**src/rtl/riscv_mult_arbiter_pkg.sv**
```systemverilog
// -----------------------------------------------------------------------------
// riscv_defines
//   Definitions shared by the EX stage and the multiplier arbiter:
//   multiplier operator encodings, the arbiter state type and the
//   latched external command record.
// -----------------------------------------------------------------------------
package riscv_defines;

   localparam int unsigned MULT_OP_W = 3;

   localparam logic [MULT_OP_W-1:0] MUL_MAC32 = 3'b000;
   localparam logic [MULT_OP_W-1:0] MUL_MSU32 = 3'b001;
   localparam logic [MULT_OP_W-1:0] MUL_I     = 3'b010;
   localparam logic [MULT_OP_W-1:0] MUL_IR    = 3'b011;
   localparam logic [MULT_OP_W-1:0] MUL_DOT8  = 3'b100;
   localparam logic [MULT_OP_W-1:0] MUL_DOT16 = 3'b101;
   localparam logic [MULT_OP_W-1:0] MUL_H     = 3'b110;

   typedef enum logic [1:0] {
      IDLE = 2'd0,
      CORE = 2'd1,
      EXT  = 2'd2
   } arb_state_e;

   typedef struct packed {
      logic [MULT_OP_W-1:0] op;
      logic [31:0]          a;
      logic [31:0]          b;
      logic [31:0]          c;
   } mult_cmd_t;

endpackage

```
**src/rtl/riscv_mult_arbiter_if.sv**
```systemverilog
// -----------------------------------------------------------------------------
// riscv_mult_arbiter_if
//   External (coprocessor/accelerator) multiply port.
//   Request side : ext_req_i, ext_operator_i, ext_op_a/b/c_i  -> ext_gnt_o
//   Response side: ext_rvalid_o, ext_rdata_o                  <- ext_rready_i
//   Signal suffixes are from the arbiter's point of view.
//   slave  : used by the arbiter
//   master : used by the requesting accelerator
// -----------------------------------------------------------------------------
interface riscv_mult_arbiter_if;
   import riscv_defines::*;

   logic                 ext_req_i;
   logic [MULT_OP_W-1:0] ext_operator_i;
   logic [31:0]          ext_op_a_i;
   logic [31:0]          ext_op_b_i;
   logic [31:0]          ext_op_c_i;
   logic                 ext_gnt_o;
   logic                 ext_rvalid_o;
   logic [31:0]          ext_rdata_o;
   logic                 ext_rready_i;

   modport slave (
      input  ext_req_i, ext_operator_i, ext_op_a_i, ext_op_b_i, ext_op_c_i,
      input  ext_rready_i,
      output ext_gnt_o, ext_rvalid_o, ext_rdata_o
   );

   modport master (
      output ext_req_i, ext_operator_i, ext_op_a_i, ext_op_b_i, ext_op_c_i,
      output ext_rready_i,
      input  ext_gnt_o, ext_rvalid_o, ext_rdata_o
   );

endinterface

```
**src/rtl/riscv_mult_arb_starve_cnt.sv**
```systemverilog
// -----------------------------------------------------------------------------
// riscv_mult_arb_starve_cnt
//   Saturating starvation counter for the external multiply port and the
//   external-wins decision.
//   clk, rst_n    : clock, asynchronous active-low reset
//   ext_req_i     : external request pending
//   ext_gnt_i     : external request granted this cycle (clears the counter)
//   ext_busy_i    : external response still held (blocks a new win)
//   core_req_i    : core requests the multiplier
//   ext_win_o     : external port wins arbitration if the arbiter is idle
//   cnt_o         : current counter value
// -----------------------------------------------------------------------------
module riscv_mult_arb_starve_cnt #(
   parameter int unsigned MAX_WAIT = 4,
   parameter int unsigned CNT_W    = $clog2(MAX_WAIT + 1)
) (
   input  logic             clk,
   input  logic             rst_n,
   input  logic             ext_req_i,
   input  logic             ext_gnt_i,
   input  logic             ext_busy_i,
   input  logic             core_req_i,
   output logic             ext_win_o,
   output logic [CNT_W-1:0] cnt_o
);

   localparam logic [CNT_W-1:0] CNT_MAX = CNT_W'(MAX_WAIT);

   logic [CNT_W-1:0] cnt_q;
   logic [CNT_W-1:0] cnt_d;

   always_comb begin
      cnt_d = cnt_q;
      if (ext_gnt_i) begin
         cnt_d = '0;
      end else if (ext_req_i && (cnt_q != CNT_MAX)) begin
         cnt_d = cnt_q + CNT_W'(1);
      end
   end

   always_ff @(posedge clk or negedge rst_n) begin
      if (!rst_n) begin
         cnt_q <= '0;
      end else begin
         cnt_q <= cnt_d;
      end
   end

   assign ext_win_o = ext_req_i & ~ext_busy_i & (~core_req_i | (cnt_q == CNT_MAX));
   assign cnt_o     = cnt_q;

endmodule

```
**src/rtl/riscv_mult_arbiter.sv**
```systemverilog
// -----------------------------------------------------------------------------
// riscv_mult_arbiter
//   Shares the EX-stage multiplier between the core pipeline and an external
//   accelerator port. Core has priority; the starvation counter bounds the
//   external wait. Core results pass through combinationally, external
//   results are held in a one-entry response buffer.
//   clk, rst_n            : clock, asynchronous active-low reset
//   core_req_i            : core EX holds a multiply
//   core_operator_i       : core multiplier operator
//   core_op_a/b/c_i       : core operands
//   core_ex_ready_i       : EX stage advancing
//   core_ready_o          : core multiply finished this cycle
//   core_result_o         : multiplier result for the core
//   ext                   : external request/response port (slave modport)
//   mult_en_o             : multiplier enable
//   mult_operator_o       : multiplier operator
//   mult_op_a/b/c_o       : multiplier operands
//   mult_ex_ready_o       : multiplier advance
//   mult_result_i         : multiplier result
//   mult_ready_i          : multiplier ready
// -----------------------------------------------------------------------------
module riscv_mult_arbiter
   import riscv_defines::*;
#(
   parameter int unsigned MAX_WAIT = 4,
   parameter int unsigned CNT_W    = $clog2(MAX_WAIT + 1)
) (
   input  logic                 clk,
   input  logic                 rst_n,

   input  logic                 core_req_i,
   input  logic [MULT_OP_W-1:0] core_operator_i,
   input  logic [31:0]          core_op_a_i,
   input  logic [31:0]          core_op_b_i,
   input  logic [31:0]          core_op_c_i,
   input  logic                 core_ex_ready_i,
   output logic                 core_ready_o,
   output logic [31:0]          core_result_o,

   riscv_mult_arbiter_if.slave  ext,

   output logic                 mult_en_o,
   output logic [MULT_OP_W-1:0] mult_operator_o,
   output logic [31:0]          mult_op_a_o,
   output logic [31:0]          mult_op_b_o,
   output logic [31:0]          mult_op_c_o,
   output logic                 mult_ex_ready_o,
   input  logic [31:0]          mult_result_i,
   input  logic                 mult_ready_i
);

   arb_state_e state_q;
   mult_cmd_t  ext_cmd_q;
   logic       rvalid_q;
   logic [31:0] rdata_q;

   logic       ext_win;
   logic [CNT_W-1:0] cnt;

   logic       core_own;
   logic       ext_gnt;
   logic       core_ready;
   logic       men;
   logic       mexr;
   mult_cmd_t  mcmd;
   mult_cmd_t  core_cmd;
   mult_cmd_t  ext_cmd_in;

   assign core_cmd   = '{op: core_operator_i, a: core_op_a_i, b: core_op_b_i, c: core_op_c_i};
   assign ext_cmd_in = '{op: ext.ext_operator_i, a: ext.ext_op_a_i, b: ext.ext_op_b_i,
                         c: ext.ext_op_c_i};

   riscv_mult_arb_starve_cnt #(
      .MAX_WAIT (MAX_WAIT),
      .CNT_W    (CNT_W)
   ) u_starve_cnt (
      .clk        (clk),
      .rst_n      (rst_n),
      .ext_req_i  (ext.ext_req_i),
      .ext_gnt_i  (ext_gnt),
      .ext_busy_i (rvalid_q),
      .core_req_i (core_req_i),
      .ext_win_o  (ext_win),
      .cnt_o      (cnt)
   );

   always_comb begin
      core_own   = 1'b0;
      ext_gnt    = 1'b0;
      core_ready = 1'b0;
      men        = 1'b0;
      mexr       = 1'b0;
      mcmd       = '0;
      case (state_q)
         IDLE: begin
            if (ext_win) begin
               ext_gnt = 1'b1;
            end else if (core_req_i) begin
               core_own   = 1'b1;
               core_ready = mult_ready_i;
            end else begin
               core_ready = 1'b1;
            end
         end
         CORE: begin
            core_own   = 1'b1;
            core_ready = mult_ready_i;
         end
         EXT: begin
            men  = 1'b1;
            mexr = 1'b1;
            mcmd = ext_cmd_q;
         end
         default: ;
      endcase
      if (core_own) begin
         men  = 1'b1;
         mexr = core_ex_ready_i;
         mcmd = core_cmd;
      end
   end

   // Combinational outputs are forced to their reset values while rst_n is
   // low so that reset takes effect on the outputs without waiting for a clock.
   assign mult_en_o        = rst_n & men;
   assign mult_ex_ready_o  = rst_n & mexr;
   assign mult_operator_o  = rst_n ? mcmd.op : '0;
   assign mult_op_a_o      = rst_n ? mcmd.a  : '0;
   assign mult_op_b_o      = rst_n ? mcmd.b  : '0;
   assign mult_op_c_o      = rst_n ? mcmd.c  : '0;
   assign core_ready_o     = rst_n ? core_ready : ~core_req_i;
   assign core_result_o    = (rst_n && core_own) ? mult_result_i : '0;
   assign ext.ext_gnt_o    = rst_n & ext_gnt;
   assign ext.ext_rvalid_o = rvalid_q;
   assign ext.ext_rdata_o  = rdata_q;

   always_ff @(posedge clk or negedge rst_n) begin
      if (!rst_n) begin
         state_q   <= IDLE;
         ext_cmd_q <= '0;
         rvalid_q  <= 1'b0;
         rdata_q   <= '0;
      end else begin
         if (rvalid_q && ext.ext_rready_i) begin
            rvalid_q <= 1'b0;
         end
         case (state_q)
            IDLE: begin
               if (ext_win) begin
                  ext_cmd_q <= ext_cmd_in;
                  state_q   <= EXT;
               end else if (core_req_i && !mult_ready_i) begin
                  state_q <= CORE;
               end
            end
            CORE: begin
               if (mult_ready_i && core_ex_ready_i) begin
                  state_q <= IDLE;
               end
            end
            EXT: begin
               // rvalid_q is known clear here: a grant requires an empty buffer.
               if (mult_ready_i) begin
                  rdata_q  <= mult_result_i;
                  rvalid_q <= 1'b1;
                  state_q  <= IDLE;
               end
            end
            default: state_q <= IDLE;
         endcase
      end
   end

endmodule

```
**src/flat_wrapper.sv**
```systemverilog
// flat-port wrapper written by rule: the top's interface ports become plain ports
module riscv_mult_arbiter_flat import riscv_defines::*;
#(
   parameter int unsigned MAX_WAIT = 4,
   parameter int unsigned CNT_W    = $clog2(MAX_WAIT + 1)
)
  (clk, rst_n, core_req_i, core_operator_i, core_op_a_i, core_op_b_i, core_op_c_i, core_ex_ready_i, core_ready_o, core_result_o, mult_en_o, mult_operator_o, mult_op_a_o, mult_op_b_o, mult_op_c_o, mult_ex_ready_o, mult_result_i, mult_ready_i, ext_ext_req_i, ext_ext_operator_i, ext_ext_op_a_i, ext_ext_op_b_i, ext_ext_op_c_i, ext_ext_rready_i, ext_ext_gnt_o, ext_ext_rvalid_o, ext_ext_rdata_o);
  riscv_mult_arbiter_if ext_i ();
  input  logic clk;
  input  logic rst_n;
  input  logic core_req_i;
  input  logic [MULT_OP_W-1:0] core_operator_i;
  input  logic [31:0] core_op_a_i;
  input  logic [31:0] core_op_b_i;
  input  logic [31:0] core_op_c_i;
  input  logic core_ex_ready_i;
  output logic core_ready_o;
  output logic [31:0] core_result_o;
  output logic mult_en_o;
  output logic [MULT_OP_W-1:0] mult_operator_o;
  output logic [31:0] mult_op_a_o;
  output logic [31:0] mult_op_b_o;
  output logic [31:0] mult_op_c_o;
  output logic mult_ex_ready_o;
  input  logic [31:0] mult_result_i;
  input  logic mult_ready_i;
  input wire logic [$bits(ext_i.ext_req_i)-1:0] ext_ext_req_i;
  input wire logic [$bits(ext_i.ext_operator_i)-1:0] ext_ext_operator_i;
  input wire logic [$bits(ext_i.ext_op_a_i)-1:0] ext_ext_op_a_i;
  input wire logic [$bits(ext_i.ext_op_b_i)-1:0] ext_ext_op_b_i;
  input wire logic [$bits(ext_i.ext_op_c_i)-1:0] ext_ext_op_c_i;
  input wire logic [$bits(ext_i.ext_rready_i)-1:0] ext_ext_rready_i;
  output wire logic [$bits(ext_i.ext_gnt_o)-1:0] ext_ext_gnt_o;
  output wire logic [$bits(ext_i.ext_rvalid_o)-1:0] ext_ext_rvalid_o;
  output wire logic [$bits(ext_i.ext_rdata_o)-1:0] ext_ext_rdata_o;
  assign ext_i.ext_req_i = ext_ext_req_i;
  assign ext_i.ext_operator_i = ext_ext_operator_i;
  assign ext_i.ext_op_a_i = ext_ext_op_a_i;
  assign ext_i.ext_op_b_i = ext_ext_op_b_i;
  assign ext_i.ext_op_c_i = ext_ext_op_c_i;
  assign ext_i.ext_rready_i = ext_ext_rready_i;
  assign ext_ext_gnt_o = ext_i.ext_gnt_o;
  assign ext_ext_rvalid_o = ext_i.ext_rvalid_o;
  assign ext_ext_rdata_o = ext_i.ext_rdata_o;
  riscv_mult_arbiter #(.MAX_WAIT(MAX_WAIT), .CNT_W(CNT_W)) u_core (.clk(clk), .rst_n(rst_n), .core_req_i(core_req_i), .core_operator_i(core_operator_i), .core_op_a_i(core_op_a_i), .core_op_b_i(core_op_b_i), .core_op_c_i(core_op_c_i), .core_ex_ready_i(core_ex_ready_i), .core_ready_o(core_ready_o), .core_result_o(core_result_o), .ext(ext_i), .mult_en_o(mult_en_o), .mult_operator_o(mult_operator_o), .mult_op_a_o(mult_op_a_o), .mult_op_b_o(mult_op_b_o), .mult_op_c_o(mult_op_c_o), .mult_ex_ready_o(mult_ex_ready_o), .mult_result_i(mult_result_i), .mult_ready_i(mult_ready_i));
endmodule
```
**config.mk**
```make
export PLATFORM = sky130hd
export DESIGN_NAME = riscv_mult_arbiter_flat
export DESIGN_NICKNAME = d
export VERILOG_FILES = /design/src/rtl/riscv_mult_arbiter_pkg.sv /design/src/rtl/riscv_mult_arbiter_if.sv /design/src/rtl/riscv_mult_arb_starve_cnt.sv /design/src/rtl/riscv_mult_arbiter.sv /design/src/flat_wrapper.sv
export SDC_FILE = /design/constraint.sdc
export NUM_CORES = 1
export LEC_CHECK = 0
export ABC_AREA = 1
export BUFFER_PORTS_ARGS = -buffer_cell sky130_fd_sc_hd__buf_2
export CAP_MARGIN = 20
export CORE_AREA = 5 5 154 156
export DETAILED_ROUTE_END_ITERATION = 8
export DIE_AREA = 0 0 159 161
export GPL_ROUTABILITY_DRIVEN = 0
export PLACE_DENSITY = 0.69
export RECOVER_POWER = 100
export SLEW_MARGIN = 20
export SYNTH_ARGS = -nofsm -noshare
export SYNTH_HDL_FRONTEND = slang
export SYNTH_SLANG_ARGS = --single-unit
```
**constraint.sdc**
```tcl
create_clock -name clk -period 1.6 [get_ports clk]
set_clock_uncertainty 0.2 [all_clocks]
set_input_delay 0.24 -clock clk [delete_from_list [all_inputs] [get_ports clk]]
set_output_delay 0.24 -clock clk [all_outputs]
set_load 0.01 [all_outputs]
```
## After elaboration in Yosys (flattened, before gate mapping)

Cells that the tools add are included.
W data, S select, Z words.

| storage, ports and cells | value |
|---|---|
| register bits after elaboration | 137 |
| input port bits | 237 |
| output and inout port bits | 168 |
| logic and storage cells | 64 |

| operators by class | value |
|---|---|
| add/sub/neg operators | 1 |
| equal/unequal tests | 7 |
| multiplexer cells | 29 |
| bitwise gates (word level) | 8 |
| reduce and logical (&&, ||, !) cells | 11 |

Operators with widths:

| cell | count |
|---|---|
| $mux W99 | 2 |
| $mux W32 | 4 |
| $mux W1 | 13 |
| $mux W3 | 3 |
| $mux W2 | 4 |
| $pmux W2 S3 | 1 |
| $and A1 B1 Y1 | 5 |
| $logic_and A1 B1 Y1 | 5 |
| $pmux W1 S2 | 2 |
| $reduce_and A2 Y1 | 2 |
| $add A3 B1 Y3 const B | 1 |
| $eq A3 B3 Y1 const B | 1 |
| $ne A3 B1 Y1 const B | 1 |
| $ne A3 B3 Y1 const B | 1 |
| $reduce_and A3 Y1 | 1 |
| $eq A2 B1 Y1 const B | 1 |
| $eq A2 B2 Y1 const B | 1 |
| $logic_not A2 Y1 | 1 |
| $ne A2 B1 Y1 const B | 1 |
| $ne A2 B2 Y1 const B | 1 |
| $not A1 Y1 | 2 |
| $reduce_bool A2 Y1 | 1 |
| $logic_not A1 Y1 | 1 |
| $or A1 B1 Y1 | 1 |

## Depth between registers and ports, before layout

| logic depth | value |
|---|---|
| depth after elaboration | 7 |
| depth in mapped cells | 11 |
| gate-level depth less buffers | 9 |

## By module

A second synthesis with hierarchy kept.

| second synthesis, totals | value |
|---|---|
| cell total of the unflattened synthesis | 984 |
| area total of the unflattened synthesis | 6871.6 um^2 |

By module, submodules not included:

| module | instances | cells each | area each (um^2) |
|---|---|---|---|
| riscv_mult_arbiter | 1 | 957 | 6676.4 |
| riscv_mult_arb_starve_cnt | 1 | 27 | 195.2 |

## Worst setup path after synthesis

OpenSTA, ideal clock, no wires.

| timing | value |
|---|---|
| path type | register to output |
| from | register u_core.u_starve_cnt.cnt_q[0], in the netlist u_core.u_starve_cnt.cnt_o[0] |
| to | output core_result_o[10] |
| arrival | 1414 ps |
| slack | -254 ps |
| stages on the path, launching flop included | 11 |
| buffers on the path | 1 |
| path through | dfrtp_1 -> inv_1 -> ha_1 -> nand2_1 -> nand2_1 -> nand2_1 -> nand2_2 -> nand2_4 -> nand2_1 -> buf_4 -> nor2_1 |

| on the way | value |
|---|---|
| longest elaborated chain between the ends | 7 |

Ends and longest elaborated chain:

| element | line | source |
|---|---|---|
| start, declared | riscv_mult_arb_starve_cnt.sv:29 | `logic [CNT_W-1:0] cnt_q;` |
| start signal, assigned | riscv_mult_arb_starve_cnt.sv:45 | `cnt_q <= cnt_d;` |
| $eq A3 B3 Y1 | riscv_mult_arb_starve_cnt.sv:49 | `assign ext_win_o = ext_req_i & ~ext_busy_i & (~core_req_i \| (cnt_q == CNT_MAX));` |
| $or A1 B1 Y1 | riscv_mult_arb_starve_cnt.sv:49 |  |
| $and A1 B1 Y1 | riscv_mult_arb_starve_cnt.sv:49 |  |
| $mux W1 | riscv_mult_arbiter.sv:96 | `if (ext_win) begin` |
| $pmux W1 S2 | riscv_mult_arbiter.sv:94 | `case (state_q)` |
| $logic_and A1 B1 Y1 | riscv_mult_arbiter.sv:132 | `assign core_result_o = (rst_n && core_own) ? mult_result_i : '0;` |
| $mux W32 | riscv_mult_arbiter.sv:132 |  |
| end, declared | flat_wrapper.sv:18 | `output logic [31:0] core_result_o;` |

Every way passes these cells.

## Worst setup path after layout

| timing | value |
|---|---|
| from | register u_core.u_starve_cnt.cnt_q[0], in the netlist u_core.u_starve_cnt.cnt_o[0] |
| to | output mult_op_b_o[3] |

| on the way | value |
|---|---|
| longest elaborated chain between the ends | 7 |

Ends and longest elaborated chain:

| element | line | source |
|---|---|---|
| $eq A3 B3 Y1 | riscv_mult_arb_starve_cnt.sv:49 |  |
| $or A1 B1 Y1 | riscv_mult_arb_starve_cnt.sv:49 |  |
| $and A1 B1 Y1 | riscv_mult_arb_starve_cnt.sv:49 |  |
| $mux W1 | riscv_mult_arbiter.sv:96 |  |
| $pmux W1 S2 | riscv_mult_arbiter.sv:94 |  |
| $mux W99 | riscv_mult_arbiter.sv:116 | `if (core_own) begin` |
| $mux W32 | riscv_mult_arbiter.sv:129 | `assign mult_op_b_o = rst_n ? mcmd.b : '0;` |
| end, declared | flat_wrapper.sv:22 | `output logic [31:0] mult_op_b_o;` |

Every way passes these cells.

==> summary.md <==
| Metric | Value |
|---|---|
| Status | finished with violations |
| Failing checks | setup timing |
| Storage element area | 3430 sq um |
| Vias in the first global route | 9759 |
| Synthesized flop and latch total | 137 |
| Critical path type | register to primary output |
| PnR worst setup slack | -0.839 ns |
| Synth-to-Final Area Change | 110% |
| VDD IR-drop max | 0.863 mV |
| Final hold violation count | 0 |
| P_leak | 7.66 nW |
| Total power | 23.5 mW |
| Crit. End Element | primary output |
| Endpoints failing setup | 292 |
| Final ANT Viol Nets | 0 |
| Period minus WS final | 2.44 ns |
| Sequential share of the synthesized area | 49.7% |
| Die Y | 161 um |
| Post-Syn Area | 6900 sq um |
| Vias | 9401 |
| H-tree lvl count | 4 |
| Pin count of the biggest net entering global routing | 66 |
| Antenna violations before repair | 1 |
| Multi-input logic area | 4340 sq um |
| Critical Path Start Type | register |
| Leading cell type in the layout, fill and taps excluded | nand2_1 |
| Clock Latency Late Sink | 0.41 ns |
| Gr usage total | 24.9% |
| Layout cell share with drive strength beyond 1 | 49.2% |
| CP delay by family, top | buffers and inverters |
| Max Clk Rate | 0.410 GHz |
| GRT met3 Usage | 7.81% |
| Avg Synthesized Cell Area | 7.04 sq um |
| Slowest cell delay on critical path | 0.38 ns |
| DP HPWL | 18900 um |
| Arr. time, crit path | 2.00 ns |
| CTS max path bufs | 2 |
| Initial core utilization | 31.0% |
| Relative slew slack | 44.9% |
| Routed WL | 36500 um |
| CP max stage cell | dfrtp_1 |
| FILL cells | 1650 |
| RSZ-0062 raised after global routing | yes |
| Syn Nets | 1220 |
| GR peak layer | met2 |
| Drt drc | 0 |
| Synth warn | 0 |
| PwrDens | 1620 nW/um^2 |
| Post-synth top area cell | dfrtp_1 |
| Worst Path Required | 1.16 ns |
| DRT iter0 DRCs | 735 |
| Crit path max fanout | 7 |
| Final net count | 1825 |
| Final Core Density | 65.1% |
| CTS tree | yes |
| Dpl ws | -0.423 ns |
| DR WL/cell | 19.4 um |
| Grt met1 use | 27.7% |
| Clock sinks | 137 |
| Detailed Routing Iterations Pass 1 | 7 |
| Count of cell types in the netlist | 20 |
| Horiz. Die Dim | 159 um |
| Io pins | 405 |
| Via density | 4.99 |
| Final slew viol count | 0 |
| First-pass GRT wire length | 51600 um |
| Die area | 25600 sq um |
| CTS Buf Count | 17 |
| Num rows | 55 |
| Core footprint | 22200 sq um |
| Share of the synthesized area in the top cell type | 49.7% |
| Gr ovfl total | 0 |
| Cells along the critical path | inv_2, ha_4, nand2_4, nand2_4, nand2_4, nand2_4, nand2_8, buf_12, clkbuf_16, nand3_1, nand2_1, buf_2 |
| Top cells by area, synth | dfrtp_1 50%, nand2_1 30%, nand3_1 7.5% |
| # port buffers | 404 |
| Hold Crit Class | primary input to register |
| Period utilization | 152% |
| Synthesized instance count | 981 |
| Commonest cells after routing, fill and taps aside | 396 x nand2_1, 315 x buf_2, 139 x dlygate4sd3_1 |
| TNS Setup | -166.97 ns |
| Slew @ Worst Pin | 0.823 ns |
| Clock root cell | clkbuf_16 |
| Buf/Inv on CP | 4 |
| Clk slew on worst S/H paths | 0.05 ns |
| Most common cell on crit path | nand2_4 |
| Max-cap viol count | 0 |
| Met2 Track Usage GR | 43.4% |
==> kinds of logic after synthesis <==
group           Yosys count  synth area share (%)
simple gates            693                  39.9
fa+ha+maj                 2                 0.363
buf+inv                 110                  7.23
flops                   137                  49.7
compound gates           39                  2.86
==> flip-flops by register name (all words and copies together) (netlist names) <==
register                   count
u_core.ext_cmd_q              99
u_core.ext.ext_rdata_o        32
u_core.u_starve_cnt.cnt_o      3
u_core.state_q                 2
u_core.ext.ext_rvalid_o        1
==> final timing paths <==
path	start	end	cells past startpoint	slack (ns)
min in group asynchronous	rst_n	u_core.ext.ext_rdata_o[0]$_DFFE_PN0P_	4	0.50
worst min register to register	u_core.ext_cmd_q[65]$_DFFE_PN0P_	u_core.ext_cmd_q[65]$_DFFE_PN0P_	2	0.28
worst max-delay path	u_core.u_starve_cnt.cnt_o[0]$_DFFE_PN0P_	mult_op_b_o[3]	12	-0.84
worst min-delay path	ext_ext_req_i	u_core.u_starve_cnt.cnt_o[0]$_DFFE_PN0P_	5	0.15
worst max register to register	u_core.u_starve_cnt.cnt_o[0]$_DFFE_PN0P_	u_core.ext_cmd_q[11]$_DFFE_PN0P_	14	-0.52
max in group asynchronous	rst_n	u_core.ext_cmd_q[36]$_DFFE_PN0P_	4	-0.43
==> stage by stage <==
| step | hold WS, ns | cells | area (sq um) |
|---|---|---|---|
| 4_1_cts | 0.0378 | 1865 | 13400 |
| 3_5_place_dp | 0.118 | 1656 | 9720 |
| 6_report | 0.150 | 1885 | 14500 |
| 5_1_grt | 0.161 | 1885 | 14500 |
| 2_1_floorplan | -0.256 | 981 | 7140 |
| 3_3_place_gp | 0.130 | 1656 | 9720 |
==> per-layer routing <==
layer	vias up	share of wire [%]
li1	4249	-
met1	4456	37
met2	587	51
met3	109	8.6
met4	0	4.0
met5	-	0
==> synthesized netlist by cell type <==
cell and count:
nand2_2 1, inv_1 44, nand2_1 544, dfrtp_1 137
buf_1 3, nand2_4 1, nand4_1 1, nand3_1 103
nor2_1 41, o21bai_1 1, buf_4 6, clkbuf_1 12
nor3_1 1, buf_6 2, a21oi_1 2, nor2_4 1
buf_2 39, inv_2 4, ha_1 2, o21ai_0 36
==> layout make-up <==
class	instances	share of cell area [%]
Antenna cell	1	0.0173
Clock buffer	19	3.06
Clock inverter	13	1.31
Inverter	48	1.43
Multi-Input combinational cell	734	30.0
Sequential cell	137	23.7
Tap cell	285	2.46
Timing Repair Buffer	647	37.9
Timing Repair inverter	1	0.112
==> timing repair <==
action / CTS / global route
hold endpoints to repair: 185 / 0
setup endpoints to repair: 237 / 268
setup buffers: 16 / 16
resized for setup: 171 / 243
hold buffers: 139 / 0
pin swaps: 8 / 49
gates cloned: 24 / 9
==> tightest hold or removal path, delay by kind of cell <==
| family | cells | cell delay (ns) |
|---|---|---|
| simple gates | 3 | 0.29 |
| buf+inv | 2 | 0.19 |
==> power by group <==
group          switching, mW  internal (mW)
combinational           6.83           6.20
clock                   1.57           2.67
sequential              1.14           5.09
(Power assumes the default switching activity.)
